<file path="src/rtl/mem_arb.sv">
// Two-master memory arbiter: round-robin between the CPU data port (m0) and the
// debug/loader port (m1). m1 can take a bounded exclusive lock; read data is routed back to its owner.
module mem_arb #(
  parameter int unsigned XLEN     = 32,
  parameter int unsigned LOCK_MAX = 256
) (
  input  logic            clk_i,
  input  logic            rst_n_i,
  input  logic            m0_req_i,
  input  logic            m0_we_i,
  input  logic [XLEN-1:0] m0_addr_i,
  input  logic [XLEN-1:0] m0_wdata_i,
  input  logic [3:0]      m0_be_i,
  output logic            m0_gnt_o,
  output logic            m0_rvld_o,
  output logic [XLEN-1:0] m0_rdata_o,
  input  logic            m1_req_i,
  input  logic            m1_we_i,
  input  logic [XLEN-1:0] m1_addr_i,
  input  logic [XLEN-1:0] m1_wdata_i,
  input  logic [3:0]      m1_be_i,
  input  logic            m1_lock_i,
  output logic            m1_gnt_o,
  output logic            m1_rvld_o,
  output logic [XLEN-1:0] m1_rdata_o,
  output logic            mem_en_o,
  output logic [3:0]      mem_we_o,
  output logic [XLEN-1:0] mem_addr_o,
  output logic [XLEN-1:0] mem_wdata_o,
  input  logic [XLEN-1:0] mem_rdata_i,
  output logic            lock_timeout_o
);

  localparam int unsigned CW = $clog2(LOCK_MAX + 1);

  typedef enum logic [1:0] {ARB, LOCK, RELEASE} state_t;

  state_t        state_r;
  logic          last_r;     // last granted master: 0 = m0, 1 = m1
  logic [CW-1:0] cnt_r;
  logic          rd_vld_r;
  logic          rd_own_r;   // owner of the read in flight: 0 = m0, 1 = m1
  logic          gnt0;
  logic          gnt1;
  logic          lock_hit;

  // Grants are gated by reset so nothing reaches memory while rst_n_i is low.
  always_comb begin
    gnt0 = 1'b0;
    gnt1 = 1'b0;
    if (rst_n_i) begin
      case (state_r)
        ARB: begin
          if (m0_req_i && m1_req_i) begin
            gnt0 = last_r;
            gnt1 = !last_r;
          end else begin
            gnt0 = m0_req_i;
            gnt1 = m1_req_i;
          end
        end
        LOCK:    gnt1 = m1_req_i;
        RELEASE: gnt0 = m0_req_i;
        default: ;
      endcase
    end
  end

  assign lock_hit = (state_r == LOCK) && m1_lock_i && (cnt_r == CW'(LOCK_MAX));

  assign m0_gnt_o       = gnt0;
  assign m1_gnt_o       = gnt1;
  assign lock_timeout_o = lock_hit;

  always_comb begin
    mem_en_o    = gnt0 | gnt1;
    mem_we_o    = '0;
    mem_addr_o  = m0_addr_i;
    mem_wdata_o = m0_wdata_i;
    if (gnt1) begin
      mem_addr_o  = m1_addr_i;
      mem_wdata_o = m1_wdata_i;
      mem_we_o    = m1_be_i & {4{m1_we_i}};
    end else if (gnt0) begin
      mem_we_o    = m0_be_i & {4{m0_we_i}};
    end
  end

  assign m0_rdata_o = mem_rdata_i;
  assign m1_rdata_o = mem_rdata_i;
  assign m0_rvld_o  = rd_vld_r && !rd_own_r;
  assign m1_rvld_o  = rd_vld_r &&  rd_own_r;

  always_ff @(posedge clk_i or negedge rst_n_i) begin
    if (!rst_n_i) begin
      state_r  <= ARB;
      last_r   <= 1'b1;
      cnt_r    <= '0;
      rd_vld_r <= 1'b0;
      rd_own_r <= 1'b0;
    end else begin
      if (gnt0) begin
        last_r <= 1'b0;
      end else if (gnt1) begin
        last_r <= 1'b1;
      end
      rd_vld_r <= (gnt0 && !m0_we_i) || (gnt1 && !m1_we_i);
      if (gnt0 || gnt1) begin
        rd_own_r <= gnt1;
      end
      case (state_r)
        ARB: begin
          if (gnt1 && m1_lock_i) begin
            state_r <= LOCK;
            cnt_r   <= CW'(1);
          end
        end
        LOCK: begin
          if (!m1_lock_i) begin
            state_r <= ARB;
          end else if (lock_hit) begin
            state_r <= RELEASE;
          end else if (cnt_r != CW'(LOCK_MAX)) begin
            cnt_r <= cnt_r + CW'(1);
          end
        end
        RELEASE: begin
          // m0 is owed the next turn whether or not it took this slot.
          state_r <= ARB;
          last_r  <= 1'b0;
        end
        default: state_r <= ARB;
      endcase
    end
  end

endmodule

</file>
<file path="config.mk">
export PLATFORM = sky130hd
export DESIGN_NAME = mem_arb
export DESIGN_NICKNAME = d
export VERILOG_FILES = /design/src/rtl/mem_arb.sv
export SDC_FILE = /design/constraint.sdc
export NUM_CORES = 1
export LEC_CHECK = 0
export CAP_MARGIN = 20
export CORE_AREA = 10 10 113 115
export DETAILED_ROUTE_END_ITERATION = 8
export DIE_AREA = 0 0 123 125
export HOLD_SLACK_MARGIN = 0.03
export PLACE_DENSITY = 0.73
export SLEW_MARGIN = 30
export SYNTH_ARGS = -nofsm -noshare
export SYNTH_HDL_FRONTEND = slang
export SYNTH_SLANG_ARGS = --single-unit
</file>
<file path="constraint.sdc">
create_clock -name clk_i -period 1.95 [get_ports clk_i]
set_clock_uncertainty 0.1 [all_clocks]
set_input_delay 0.39 -clock clk_i [delete_from_list [all_inputs] [get_ports clk_i]]
set_output_delay 0.39 -clock clk_i [all_outputs]
set_load 0.005 [all_outputs]
</file>
==> results of run 1 <==
path summary, 6_finish.rpt:
kind / endpoint / slack [ps]
hold reg to reg: rd_own_r / 420
setup / recovery: mem_wdata_o[13] / -390
hold / removal: state_r[1] / 100
setup reg to reg: cnt_r[4] / -30
max in group asynchronous: state_r[0] / 1420
min in group clk_i: rd_own_r / 420
sequential cells by signal (all words and copies together) (netlist names):
register  cells
rd_vld_r      1
cnt_r         9
state_r       2
last_r        1
rd_own_r      1
cell families after synthesis:
logic type               after synthesis  synth area share [%]
AND/OR/NAND/NOR                      239                  48.2
buffers and inverters                 86                  27.0
XOR/XNOR                               1                 0.410
multiplexers                           1                 0.703
AO/OA/AOI/OAI                         16                  6.09
adder cells (fa/ha/maj)                2                  1.17
flip-flops                            14                  16.5
layout make-up:
cell class / count / area [sq um]
multi-input combinational: 259 / 1510
timing repair buffer: 304 / 3090
sequential: 14 / 353
clock buffer: 4 / 55.1
inverter: 7 / 42.5
fill: 1002 / 5380
tap: 140 / 175
per-layer routing:
layer	share of wire (%)	track usage, %
met1	37	18.2
met2	50	30.2
met3	11	6.08
met4	1.9	4.80
met5	0	0
metrics by stage:
stage / worst slack, ps / cells
after floorplan: 31.4 / 359
after detailed placement: -913 / 667
after global routing: -437 / 728
final: -387 / 728
after CTS: -416 / 719
after global placement: -919 / 667
cells in the final DEF (no fill, tap or decap), types with 4 or more instances in the layout:
cell type	synthesis	routed
sky130_fd_sc_hd__clkdlybuf4s50_1	0	140
sky130_fd_sc_hd__nand2_1	207	134
sky130_fd_sc_hd__nand2_2	0	62
sky130_fd_sc_hd__buf_2	5	62
sky130_fd_sc_hd__buf_6	1	33
sky130_fd_sc_hd__buf_4	64	32
sky130_fd_sc_hd__buf_12	0	16
sky130_fd_sc_hd__nand2_4	1	12
sky130_fd_sc_hd__dfrtp_1	13	12
sky130_fd_sc_hd__buf_16	0	8
sky130_fd_sc_hd__inv_1	6	5
sky130_fd_sc_hd__o211ai_1	5	5
sky130_fd_sc_hd__nor2_1	4	4
sky130_fd_sc_hd__or4_2	4	4
sky130_fd_sc_hd__clkbuf_8	0	4
sky130_fd_sc_hd__clkbuf_16	0	4
sky130_fd_sc_hd__buf_8	0	4
sky130_fd_sc_hd__dlygate4sd2_1	0	4
repair_timing:
action / in CTS / in global routing
pin swaps: 92 / 27
gates cloned: 10 / 6
gates resized for setup: 399 / 57
setup buffers: 39 / 5
endpoints found under the setup margin: 78 / 78
power by group through the flow:
stage	logic (mW)	clock network (mW)	registers [mW]
final	1.61	0.295	0.358
after global routing	1.73	0.316	0.361
after CTS	1.44	0.298	0.354
after detailed placement	1.12	0	0.362
after global placement	1.11	0	0.359
after floorplan	0.449	0	0.363
==> metrics.txt, run 1 <==
# TYPE chip_impl_metric gauge
chip_impl_info{name="result_of_the_run",value="finished, violations left"} 1
chip_impl_info{name="violated_checks",value="negative setup slack"} 1
chip_impl_metric{name="cp.depth",unit=""} 10
chip_impl_metric{name="swShare",unit="%"} 34.2
chip_impl_metric{name="max_slew_margin",unit="%"} 79.1
chip_impl_metric{name="setup_viol",unit=""} 74
chip_impl_metric{name="final.setup.worst_slack",unit="ps"} -387
chip_impl_metric{name="max_slew.worst_pin.slew",unit="ps"} 308
chip_impl_metric{name="floorplan.die.width",unit="um"} 123
chip_impl_metric{name="setup_total_negative_slack",unit="ps"} -21130
chip_impl_info{name="setup.worst_path.start",value="state_r[1]"} 1
chip_impl_metric{name="cts_hold_buffers",unit=""} 0
chip_impl_metric{name="synthCells",unit=""} 359
chip_impl_metric{name="core-area",unit="sq um"} 10600
chip_impl_metric{name="post_route_cells_drive_above_1_share",unit="%"} 44.7
chip_impl_metric{name="worst_hold_slack",unit="ps"} 99.6
chip_impl_metric{name="reg2regPathDepth",unit=""} 7
chip_impl_info{name="netlist_top_cells_area",value="sky130_fd_sc_hd__nand2_1 36%, sky130_fd_sc_hd__buf_4 22%, sky130_fd_sc_hd__dfrtp_1 15%"} 1
chip_impl_metric{name="share_seq_of_total_power",unit="%"} 15.8
chip_impl_metric{name="cellPowerDensity",unit="nW/um^2"} 434
chip_impl_metric{name="clock_slew_at_the_register_clock_pins_of_the_worst_setup_and_hold_paths",unit="ps"} 70
chip_impl_metric{name="p_comb_share",unit="%"} 71.2
chip_impl_metric{name="ys_types",unit=""} 38
chip_impl_info{name="post-synth-top-area-cell",value="sky130_fd_sc_hd__nand2_1"} 1
chip_impl_metric{name="post-layout-total-power",unit="mW"} 2.27
chip_impl_metric{name="grt_pass1_vias",unit=""} 3478
chip_impl_metric{name="max_freq",unit="MHz"} 428
chip_impl_metric{name="ys_warn_count",unit=""} 0
chip_impl_metric{name="floorplan.io_pins",unit=""} 313
chip_impl_metric{name="globalRouteTotalUtil",unit="%"} 16.9
chip_impl_metric{name="vias_per_cell",unit=""} 4.52
chip_impl_metric{name="detailedRoute.firstPassIterationCount",unit=""} 4
chip_impl_info{name="min-delay-path-class",value="input port to async pin"} 1
chip_impl_metric{name="worst_ir_drop_vdd",unit="uV"} 308
chip_impl_metric{name="finalHoldViolations",unit=""} 0
chip_impl_info{name="synth_most_common_cell",value="sky130_fd_sc_hd__nand2_1"} 1
chip_impl_metric{name="synth-edff-count",unit=""} 0
chip_impl_metric{name="clkSinkCount",unit=""} 14
chip_impl_metric{name="postSynthRegisterBits",unit=""} 14
chip_impl_metric{name="post_drt_wl_per_cell",unit="um"} 20.4
chip_impl_info{name="origin_of_the_critical_flop_to_flop_path",value="state_r[1]"} 1
chip_impl_metric{name="report.final.slew_viol_count",unit=""} 0
chip_impl_metric{name="summed_area_of_non_filler_cells_in_the_final_layout",unit="sq um"} 5220
chip_impl_metric{name="layout-area-overhead-vs-synth",unit="%"} 145
chip_impl_metric{name="vias",unit=""} 3288
chip_impl_info{name="ys_dominant_reg_cell",value="sky130_fd_sc_hd__dfrtp_1"} 1
chip_impl_info{name="timing.critical_path.cells",value="and3b_2 -> o21ai_4 -> buf_12 -> buf_12 -> buf_12 -> buf_16 -> buf_12 -> nand2_2 -> nand2_2 -> buf_6"} 1
chip_impl_metric{name="maximum_number_of_pins_on_one_net_before_global_route_repair",unit=""} 21
chip_impl_metric{name="dp_hpwl",unit="um"} 9800
chip_impl_metric{name="post_synth_instance_area",unit="sq um"} 2140
chip_impl_metric{name="drt-total-wl",unit="um"} 14900
chip_impl_metric{name="core.rowCount",unit=""} 38
chip_impl_metric{name="layout.nets",unit=""} 766
chip_impl_info{name="worst-setup-path-type",value="register to output pin"} 1
chip_impl_metric{name="synth_top_area_share",unit="%"} 36.4
chip_impl_metric{name="die_h",unit="um"} 125
chip_impl_info{name="rsz0062_at_grt",value="yes"} 1
chip_impl_metric{name="final.min_clock_period",unit="ps"} 2340
chip_impl_metric{name="design.die.area",unit="sq um"} 15400
chip_impl_info{name="critical_path_launch_point_type",value="register"} 1
chip_impl_info{name="critical-path-top-cell-by-count",value="sky130_fd_sc_hd__buf_12"} 1
chip_impl_metric{name="avgSynthCellArea",unit="sq um"} 5.95
chip_impl_metric{name="remaining_antenna_violation_count",unit=""} 0
chip_impl_metric{name="power_frac_clock",unit="%"} 13.0
chip_impl_metric{name="floorplan.initialDensity",unit="%"} 20.1
chip_impl_metric{name="final_core_util",unit="%"} 49.3
chip_impl_metric{name="place.gp.congestion",unit=""} 0.837
chip_impl_metric{name="diodes",unit=""} 0
chip_impl_metric{name="cp_max_fo",unit=""} 7
chip_impl_metric{name="maxCapViolations",unit=""} 0
chip_impl_metric{name="ctsLongestPathBuffers",unit=""} 2
chip_impl_metric{name="placed_area",unit="sq um"} 4180
chip_impl_info{name="worst_path_dominant_cell_family",value="buffers and inverters"} 1
chip_impl_metric{name="min_period_over_period",unit="%"} 120
chip_impl_metric{name="p_leak",unit="nW"} 2.56
chip_impl_metric{name="number_of_buffers_created_by_cts",unit=""} 3
chip_impl_info{name="root_buffer_master",value="sky130_fd_sc_hd__clkbuf_8"} 1
chip_impl_metric{name="cts.htree.levels",unit=""} 1
chip_impl_metric{name="postSynth.asyncResetShare",unit="%"} 100
chip_impl_metric{name="cp_slowest_stage_delay",unit="ps"} 380
chip_impl_metric{name="synthesis.nets",unit=""} 536
chip_impl_info{name="crit_path_top_delay_cell",value="sky130_fd_sc_hd__dfrtp_1"} 1
chip_impl_metric{name="post-route-drc-count",unit=""} 0
chip_impl_metric{name="port_buffers",unit=""} 216
chip_impl_metric{name="worst_ep_required_time",unit="ps"} 1460
chip_impl_metric{name="seq_area_frac_synth",unit="%"} 16.5
chip_impl_metric{name="crit_buf_inv",unit=""} 6
chip_impl_metric{name="cellInternalPower",unit="mW"} 1.49
chip_impl_metric{name="worst_ep_arrival_time",unit="ps"} 1850
chip_impl_metric{name="clock_latency",unit="ps"} 250
chip_impl_info{name="list_of_most_frequent_post_synthesis_cells",value="207 x sky130_fd_sc_hd__nand2_1, 64 x sky130_fd_sc_hd__buf_4, 13 x sky130_fd_sc_hd__dfrtp_1, 9 x sky130_fd_sc_hd__clkbuf_1, 6 x sky130_fd_sc_hd__inv_1"} 1
chip_impl_metric{name="grt_first_pass_wirelength",unit="um"} 20300
chip_impl_info{name="endpoint_kind",value="output pin"} 1
chip_impl_metric{name="overflow",unit=""} 0
chip_impl_info{name="cts_tree",value="done"} 1
chip_impl_metric{name="antenna_found_initial",unit=""} 0
chip_impl_metric{name="initialDrtViolationCount",unit=""} 144
chip_impl_metric{name="netSwitchingPower",unit="mW"} 0.774
(Power assumes the default switching activity.)
==> inputs of run 2 (changes only) <==
DONT_BUFFER_PORTS = 1   (was not set)
PLACE_DENSITY = 0.33   (was 0.73)
==> run 2 against run 1 <==
  * The run still ends with negative setup slack left
  * Clock power about the same
  * First-iteration DRC count decreased by 51%
  * Wire length decreased by 19%
  * Non-clock buffer count decreased by 266
  * Worst setup slack improved by 190 ps
  * Via count decreased by 33%
  * Final cell count decreased by 37%
==> metrics.txt, run 2 (synthesis results as in run 1) <==
# TYPE chip_impl_metric gauge
chip_impl_info{name="result_of_the_run",value="finished, violations left"} 1
chip_impl_info{name="violated_checks",value="negative setup slack"} 1
chip_impl_metric{name="die_h",unit="um"} 125
chip_impl_metric{name="max_slew_margin",unit="%"} 52.1
chip_impl_metric{name="detailedRoute.firstPassIterationCount",unit=""} 4
chip_impl_info{name="layout.cells.most_common",value="sky130_fd_sc_hd__nand2_1"} 1
chip_impl_metric{name="core.rowCount",unit=""} 38
chip_impl_metric{name="worst_ep_arrival_time",unit="ps"} 1660
chip_impl_info{name="layout_top_registers",value="cnt_r (9), state_r (2)"} 1
chip_impl_metric{name="summed_area_of_non_filler_cells_in_the_final_layout",unit="sq um"} 2570
chip_impl_metric{name="clock_slew_at_the_register_clock_pins_of_the_worst_setup_and_hold_paths",unit="ps"} 60
chip_impl_metric{name="cp_slowest_stage_delay",unit="ps"} 560
chip_impl_metric{name="clock_latency",unit="ps"} 250
chip_impl_metric{name="setup_viol",unit=""} 75
chip_impl_metric{name="finalHoldViolations",unit=""} 0
chip_impl_metric{name="cp_max_fo",unit=""} 4
chip_impl_metric{name="diodes",unit=""} 0
chip_impl_metric{name="cts.htree.levels",unit=""} 1
chip_impl_metric{name="largest_register_ffs",unit=""} 9
chip_impl_metric{name="layout.nets",unit=""} 500
chip_impl_metric{name="post_drt_wl_per_cell",unit="um"} 26.1
chip_impl_metric{name="cellPowerDensity",unit="nW/um^2"} 541
chip_impl_metric{name="multi_input_gate_area_in_the_final_layout",unit="sq um"} 1430
chip_impl_metric{name="worst_ep_required_time",unit="ps"} 1460
chip_impl_metric{name="remaining_antenna_violation_count",unit=""} 0
chip_impl_info{name="critical_path_launch_point_type",value="register"} 1
chip_impl_metric{name="final.setup.worst_slack",unit="ps"} -198
chip_impl_metric{name="port_buffers",unit=""} 0
chip_impl_info{name="min-delay-path-class",value="input port to register"} 1
chip_impl_metric{name="max_freq",unit="MHz"} 466
chip_impl_metric{name="max_slew.worst_pin.slew",unit="ps"} 716
chip_impl_metric{name="final_core_util",unit="%"} 24.2
chip_impl_metric{name="crit_buf_inv",unit=""} 1
chip_impl_info{name="timing.critical_path.cells",value="buf_4 -> nor3b_1 -> or3_1 -> nor2_4 -> a32o_2"} 1
chip_impl_info{name="crit_path_top_delay_cell",value="sky130_fd_sc_hd__dfstp_2"} 1
chip_impl_info{name="layout.cells.most_common_list",value="143 x sky130_fd_sc_hd__nand2_1, 62 x sky130_fd_sc_hd__nand2_2, 14 x sky130_fd_sc_hd__buf_6"} 1
chip_impl_metric{name="vias",unit=""} 2197
chip_impl_metric{name="place.gp.congestion",unit=""} 0.810
chip_impl_metric{name="min_period_over_period",unit="%"} 110
chip_impl_metric{name="nFillCells",unit=""} 1179
chip_impl_metric{name="clkSinkCount",unit=""} 14
chip_impl_metric{name="maxCapViolations",unit=""} 0
chip_impl_metric{name="p_leak",unit="nW"} 1.30
chip_impl_metric{name="worst_hold_slack",unit="ps"} 122
chip_impl_metric{name="initialDrtViolationCount",unit=""} 70
chip_impl_metric{name="final.min_clock_period",unit="ps"} 2150
chip_impl_metric{name="floorplan.initialDensity",unit="%"} 20.1
chip_impl_metric{name="sequential_cell_area",unit="sq um"} 352
chip_impl_metric{name="dp_hpwl",unit="um"} 9090
chip_impl_metric{name="globalRouteTotalUtil",unit="%"} 12.8
chip_impl_info{name="worst-setup-path-type",value="register to output pin"} 1
chip_impl_metric{name="overflow",unit=""} 0
chip_impl_metric{name="number_of_buffers_created_by_cts",unit=""} 3
chip_impl_metric{name="antenna_found_initial",unit=""} 0
chip_impl_info{name="root_buffer_master",value="sky130_fd_sc_hd__clkbuf_8"} 1
chip_impl_metric{name="post_route_cells_drive_above_1_share",unit="%"} 40.4
chip_impl_metric{name="floorplan.die.width",unit="um"} 123
chip_impl_metric{name="worst_ir_drop_vdd",unit="uV"} 302
chip_impl_info{name="endpoint_kind",value="output pin"} 1
chip_impl_metric{name="report.final.slew_viol_count",unit=""} 0
chip_impl_metric{name="layout-area-overhead-vs-synth",unit="%"} 20.2
chip_impl_info{name="max_flop_register",value="cnt_r"} 1
chip_impl_metric{name="grt_first_pass_wirelength",unit="um"} 14800
chip_impl_metric{name="ctsLongestPathBuffers",unit=""} 2
chip_impl_metric{name="core-area",unit="sq um"} 10600
chip_impl_metric{name="floorplan.io_pins",unit=""} 313
chip_impl_metric{name="maximum_number_of_pins_on_one_net_before_global_route_repair",unit=""} 39
chip_impl_metric{name="drt-total-wl",unit="um"} 12100
chip_impl_metric{name="vias_per_cell",unit=""} 4.76
chip_impl_info{name="cts_tree",value="done"} 1
chip_impl_info{name="worst_path_dominant_cell_family",value="flip-flops"} 1
chip_impl_metric{name="grt_pass1_vias",unit=""} 2148
chip_impl_metric{name="design.die.area",unit="sq um"} 15400
chip_impl_metric{name="placed_area",unit="sq um"} 1910
chip_impl_info{name="rsz0062_at_grt",value="yes"} 1
chip_impl_metric{name="post-route-drc-count",unit=""} 0
[run 2: cell count changes in the layout (fill, tap and decap cells not counted), sizes merged]
cell	change
inv	-1
dlygate4sd3	+1
buf	-122
clkinv	+1
dlygate4sd2	-4
bufbuf	-1
clkdlybuf4s50	-140
[run 2: path summary, 6_finish.rpt]
kind	start	end	slack [ps]	cells after the start
min reg2reg	rd_own_r	rd_own_r	400	2
max reg2reg	cnt_r[6]	cnt_r[0]	-60	6
min in group asynchronous	rst_n_i	cnt_r[4]	530	1
min	m0_we_i	rd_vld_r	120	1
max in group asynchronous	rst_n_i	cnt_r[2]	760	1
max	last_r	mem_we_o[1]	-200	5
[run 2: timing repair]
action,CTS,global route
hold buffers,1,0
gates cloned,2,7
endpoints found under the setup margin,72,80
setup buffers,6,10
pin swaps,4,13
resized for setup,21,78
hold endpoints to repair,14,0
[run 2: layer usage]
layer	vias to the layer above	track usage, %	wire length, um
met5	-	0	0
met4	0	2.40	130
met3	19	6.48	1790
met2	206	22.3	5960
met1	973	13.6	4190
li1	999	-	-
[run 2: area by class of cell]
class,instances,share of cell area (%)
inverters,7,1.22
flip-flops and latches,14,13.7
clock buffers,4,2.15
multi-input cells,259,55.5
well taps,140,6.83
repair buffers,38,20.6
[run 2: through the flow]
step / TNS, ps / power [mW] / worst slack, ps / std cells
floorplan: 0 / 0.812 / 31.4 / 359
global placement: 0 / 0.858 / 24.9 / 433
detailed placement: 0 / 0.860 / 15.3 / 433
CTS: -10080 / 1.26 / -184 / 446
global route: -15730 / 1.50 / -292 / 462
finish: -8960 / 1.39 / -198 / 462
[run 2: power breakdown]
group          switching (mW)  internal (mW)  leakage (nW)  total, mW
clock                   0.114          0.179        0.0288      0.294
sequential             0.0350          0.331         0.184      0.366
combinational           0.408          0.322          1.08      0.730
total                   0.558          0.832          1.30       1.39
[run 2: worst register-to-register path: cells and delay by family (launching register included)]
family,cells,cell delay [ps]
AND/OR/NAND/NOR,2,600
flip-flops,1,390
buffers and inverters,2,290
multiplexers,1,270
AO/OA/AOI/OAI,1,250
